===== src/rtl/isa_sequencer.sv =====
// Multicycle FETCH/EXEC sequencer for the 9-bit ISA core: PC, IR, PREP tracking, BEQ redirect, HALT.
// Optional retired-instruction counter enabled by defining ISA_SEQ_CYCLE_COUNT_EN.
module isa_sequencer #(
    parameter int unsigned PCW        = 8,
    parameter int unsigned IW         = 9,
    parameter int unsigned START_ADDR = 0
) (
    input  logic           clk,
    input  logic           reset,
    input  logic           start,
    input  logic [IW-1:0]  instr,
    input  logic           alu_zero,
    input  logic [PCW-1:0] branch_target,
    output logic [PCW-1:0] pc,
    output logic [IW-1:0]  ir,
    output logic           prep_active,
    output logic           exec_en,
    output logic           busy,
    output logic           done,
    output logic           illegal,
    output logic [15:0]    cycle_count
);

    localparam logic [PCW-1:0] START_PC = PCW'(START_ADDR);

    typedef enum logic [1:0] {
        S_IDLE,
        S_FETCH,
        S_EXEC,
        S_HALT
    } state_t;

    state_t     state;
    logic [2:0] fetch_op;
    logic [2:0] exec_op;
    logic       fetch_illegal;
    logic       exec_halt;
    logic       exec_taken;
    logic       start_accept;

    assign fetch_op      = instr[IW-1 -: 3];
    assign exec_op       = ir[IW-1 -: 3];
    // Illegal is decided while fetching so the pulse lines up with exec_en.
    assign fetch_illegal = prep_active ? (fetch_op == 3'b111) : (fetch_op == 3'b110);
    assign exec_halt     = !prep_active && (exec_op == 3'b111);
    assign exec_taken    = prep_active && (exec_op == 3'b001) && alu_zero;
    assign start_accept  = start && ((state == S_IDLE) || (state == S_HALT));

    always_ff @(posedge clk or posedge reset) begin
        if (reset) begin
            state       <= S_IDLE;
            pc          <= START_PC;
            ir          <= '0;
            prep_active <= 1'b0;
            exec_en     <= 1'b0;
            busy        <= 1'b0;
            done        <= 1'b0;
            illegal     <= 1'b0;
        end else begin
            exec_en <= 1'b0;
            illegal <= 1'b0;
            case (state)
                S_IDLE, S_HALT: begin
                    if (start) begin
                        state       <= S_FETCH;
                        pc          <= START_PC;
                        prep_active <= 1'b0;
                        busy        <= 1'b1;
                        done        <= 1'b0;
                    end
                end
                S_FETCH: begin
                    ir      <= instr;
                    state   <= S_EXEC;
                    exec_en <= 1'b1;
                    illegal <= fetch_illegal;
                end
                S_EXEC: begin
                    if (exec_halt) begin
                        state <= S_HALT;
                        busy  <= 1'b0;
                        done  <= 1'b1;
                    end else begin
                        state <= S_FETCH;
                        pc    <= exec_taken ? branch_target : pc + PCW'(1);
                    end
                    // PREP sets the mode; only PSFT/PXOR keep it alive.
                    if (!prep_active) begin
                        prep_active <= (exec_op == 3'b000);
                    end else begin
                        prep_active <= (exec_op == 3'b101) || (exec_op == 3'b110);
                    end
                end
                default: state <= S_IDLE;
            endcase
        end
    end

`ifdef ISA_SEQ_CYCLE_COUNT_EN
    // Saturating count of EXEC cycles since the last accepted start.
    always_ff @(posedge clk or posedge reset) begin
        if (reset) begin
            cycle_count <= '0;
        end else if (start_accept) begin
            cycle_count <= '0;
        end else if ((state == S_EXEC) && (cycle_count != 16'hFFFF)) begin
            cycle_count <= cycle_count + 16'd1;
        end
    end
`else
    assign cycle_count = 16'd0;
`endif

endmodule

===== config.mk =====
export PLATFORM = sky130hd
export DESIGN_NAME = isa_sequencer
export DESIGN_NICKNAME = d
export VERILOG_FILES = /design/src/rtl/isa_sequencer.sv
export SDC_FILE = /design/constraint.sdc
export NUM_CORES = 1
export LEC_CHECK = 0
export ABC_AREA = 1
export CAP_MARGIN = 20
export CORE_UTILIZATION = 35
export DETAILED_ROUTE_END_ITERATION = 6
export PLACE_DENSITY = 0.67
export SLEW_MARGIN = 20
export SYNTH_ARGS = -nofsm -noshare
export SYNTH_HDL_FRONTEND = slang
export SYNTH_SLANG_ARGS = --single-unit

===== constraint.sdc =====
create_clock -name clk -period 2.9 [get_ports clk]
set_input_delay 0.29 -clock clk [delete_from_list [all_inputs] [get_ports clk]]
set_output_delay 0.29 -clock clk [all_outputs]
set_load 0.01 [all_outputs]

---- After elaboration in Yosys (flattened, before gate mapping) ----
Cells that the tools add are included.
Widths: inputs -> output; s select.
storage, ports and cells
  register bits ........................... 24
  input port bits ......................... 21
cells by class
  $add $sub $neg .......................... 1
  equal/unequal tests ..................... 12
  mux-type cells .......................... 18
  reduce and logical (&&, ||, !) cells .... 12
operators by type and width
  kind                 number
  $mux 8               3
  $pmux 8 s2           1
  $eq 3x3->1 const B   5
  $add 8x1->8 const B  1
  $mux 1               8
  $ne 2x2->1 const B   3
  $pmux 1 s2           3
  $pmux 2 s3           1
  $reduce_and 3->1     2
  $eq 2x2->1 const B   2
  $mux 2               2
  $eq 3x1->1 const B   1
  $logic_and 1x1->1    3
  $logic_not 3->1      1
  $eq 2x1->1 const B   1
  $logic_not 2->1      1
  $reduce_and 2->1     1
  $reduce_bool 2->1    1
  $reduce_or 2->1      1
  $logic_not 1->1      1
  $logic_or 1x1->1     1

---- Logic depth before layout (Yosys ltp) ----
  word-level depth ........................ 6
  depth in mapped cells ................... 9
  mapped depth without buffers ............ 9

---- Worst setup path after synthesis ----
No wires, ideal clock.
  path kind ............................... flip-flop to flip-flop
  from .................................... register state[0]
  to ...................................... register pc[2]
  arrival ................................. 1.272 ns
  data required time ...................... 2.783 ns
  setup slack ............................. 1.510 ns
  stages on the path, launching flop included .. 8
  buffers on the path ..................... 0
  period minus slack after synthesis ...... 1.390 ns
  cell sequence ........................... dfrtp_1 > inv_1 > ha_1 > nand2_1 > o21ai_1 > o21bai_4 > nand2_1 > nand2_1
on the way
  cells in the longest elaborated chain, start to end .. 4
  elaborated cells on any way between the ends .. 9
  those cells by class .................... eq/ne: 4; mux: 1; reduce/logical: 4
ends and longest elaborated chain
  item                                                              line  RTL
  start, declared                                                   33    state_t state;
  start signal, assigned                                            51    state <= S_IDLE;
  start signal, assigned                                            65    state <= S_FETCH;
  start signal, assigned                                            74    state <= S_EXEC;
  $eq 2x2->1 or $logic_not 2->1 (tied branches)                     62    case (state)
  $reduce_or 2->1                                                   62
  $ne 2x2->1 (no source line) or $reduce_bool 2->1 (tied branches)  -
  $reduce_and 3->1 (no source line)                                 -
  end signal, assigned                                              85    pc <= exec_taken ? branch_target : pc + PCW'(1);
  end, declared                                                     14    output logic [PCW-1:0] pc,
Several ways; a longest one is shown, not always the timed one.
A chain may end at the register's enable or synchronous reset.

---- Final worst setup path ----
  from .................................... register ir[6]
  to ...................................... output port ir[6]
RTL lines
  item                    line  RTL
  start, declared         15    output logic [IW-1:0] ir,
  start signal, assigned  73    ir <= instr;
No word-level cell between the ends.

==> out/metrics.csv <==
metric;value;unit
status;completed;
Post-Synthesis Cells;197;
max-slew violations;0;
TNS Setup;0;ps
DRT iter0 DRCs;109;
CTS max path bufs;2;
CP bufs+invs;1;
cells along the critical path;clkdlybuf4s50_1;
io pins;59;
startpoint types;flip-flop;
IR drop worst, VDD;525;uV
sequential area share after synthesis;0.415;
number of synthesized flops with an enable pin;0;
initial antenna violation count;0;
fillers;404;
mapped cell area;1450;um^2
most common flop cell mapped by yosys;dfrtp_1;
pin count of the biggest net entering global routing;25;
Setup Viol. Count Final;0;
max frequency;0.618;GHz
Layout area overhead;31.7;%
Mean Syn Cell Area;7.35;um^2
P_leak;0.982;nW
CTS Root Buffer Type;clkbuf_8;
RD Place Congestion;0.788;
min cycle time layout;1620;ps
Top delay family on crit path;buffers and inverters;
Final period util;0.558;
First-pass DRT Iterations;4;
hold-fix buffer count after cts;0;
Final Skew;1.05;ps
vias per cell;4.43;
Crit-path slowest cell;clkdlybuf4s50_1;
share of layout cells above drive strength 1;0.0583;
DRC violation count after routing;0;
Port Buffers;42;
relative slew slack;0.408;
final hold viol count;0;
yosys warns;0;
total global routing overflow;0;
total CTS buffers;3;
Via Count;1284;
Yosys reg bits;24;
CP Class;reg2out;
Worst Setup End Kind;output port;
die area;4400;um^2
Diodes inserted;0;
DP HPWL;2280;um
Antenna Nets Post-Route;0;
RSZ-0062 raised after global routing;false;
total wire length;2980;um
register area;601;um^2
multi-input logic area;653;um^2
Worst EP required;2610;ps
clk slew on worst S/H paths;80;ps
Critical Path AT;1330;ps
vias in the first global route;1103;
wire length per cell;10.3;um
postcts setup bufs;0;
Crit path largest cell delay;600;ps
Worst Hold Class;in2async;
Die W;66.3;um
Initial Utilization;0.362;
Core ar.;4000;um^2
ys async rst share;1.00;
P per Cell Area;814;nW/um^2
Clock Sinks;24;
die height;66.3;um
pin slew with the least headroom to its limit;882;ps
global router's overall resource usage;0.150;
nets@finish;266;
FP Rows;23;
crit path max fanout;5;
# resized after CTS;0;
distinct cell type count of the synthesized netlist;24;
max_cap viols;0;
Final Core Density;0.477;
clk_lat worst skew;270;ps
H-tree Lvls;1;
CTS tree;done;
first-pass GRT wire length;4930;um
[sequential cells by signal, summed over array words and instances, names as in the netlist]
register     cells
state            2
done             1
exec_en          1
ir               9
illegal          1
pc               8
prep_active      1
busy             1
[final timing paths]
check,startpoint,end,slack [ps],cells after the start
hold / removal,reset,ir[0],400,2
hold reg to reg,ir[4],ir[4],470,2
setup / recovery,ir[6],ir[6],1280,1
max in group asynchronous,reset,state[1],2090,2
min in group clk,ir[4],ir[4],470,2
setup reg to reg,state[0],pc[3],1360,7
[routing by layer]
metal / up-vias / routed length (um) / GRT usage
met5: - / 0 / 0
met3: 5 / 251 / 0.0517
met2: 45 / 1320 / 0.239
met1: 581 / 1360 / 0.181
met4: 0 / 49 / 0.0638
li1: 653 / - / -
[placed cells by master (no fill, tap or decap)]
master	n
o21ai_2	1
o21ai_0	9
conb_1	16
nand2_2	1
nor2_1	11
o21ai_1	1
dfrtp_1	24
ha_1	4
nand2_1	66
o21bai_1	1
nor3_1	1
a21oi_1	4
inv_2	2
clkdlybuf4s50_1	42
nor3b_1	1
nand4_2	1
clkbuf_8	4
nand3_1	16
nor2_2	3
xor2_1	1
inv_1	28
o21bai_4	1
clkinv_1	1
nand3_2	1
[stage by stage]
| step | power [W] | instances | instance area [um^2] | setup slack [ps] | hold WS [ps] |
|---|---|---|---|---|---|
| 2_1_floorplan | 0.00102 | 212 | 1510 | 1510 | 305 |
| 3_3_place_gp | 0.00133 | 286 | 1850 | 1280 | 455 |
| 3_5_place_dp | 0.00134 | 286 | 1850 | 1250 | 461 |
| 4_1_cts | 0.00158 | 290 | 1910 | 1270 | 480 |
| 5_1_grt | 0.00170 | 290 | 1910 | 1150 | 481 |
| 6_report | 0.00155 | 290 | 1910 | 1280 | 398 |
[final cells by class]
class	instances	area share
Timing Repair Buffer	42	0.220
Inverter	31	0.0610
Sequential cell	24	0.315
Multi-Input combinational cell	139	0.342
Clock buffer	4	0.0289
Tap cell	50	0.0328
[cell families (layout without fill, tap and decap cells)]
group | after synthesis | count (layout) | share of synthesized area
other | 1 | 16 | 0.00259
AND/OR/NAND/NOR | 101 | 101 | 0.296
flip-flops | 24 | 24 | 0.415
AO/OA/AOI/OAI | 17 | 17 | 0.0725
adder cells (fa/ha/maj) | 4 | 4 | 0.0345
buffers and inverters | 49 | 77 | 0.174
XOR/XNOR | 1 | 1 | 0.00605
[where the power goes]
group	internal [W]	leakage, nW	switching [W]
sequential	0.000453	0.308	0.0000998
clock	0.000121	0.0288	0.000109
combinational	0.000359	0.646	0.000411
[cell usage after synthesis, types with 2 or more instances]
library cell | instances | area, um^2
inv_1 | 29 | 109
inv_2 | 2 | 7.51
ha_1 | 4 | 50.1
dfrtp_1 | 24 | 601
o21ai_0 | 9 | 45.0
buf_4 | 16 | 120
nor2_1 | 11 | 41.3
nand3_1 | 16 | 80.1
nor2_2 | 3 | 18.8
a21oi_1 | 4 | 20.0
nand2_1 | 66 | 248
Power figures use the tool's default switching activity.
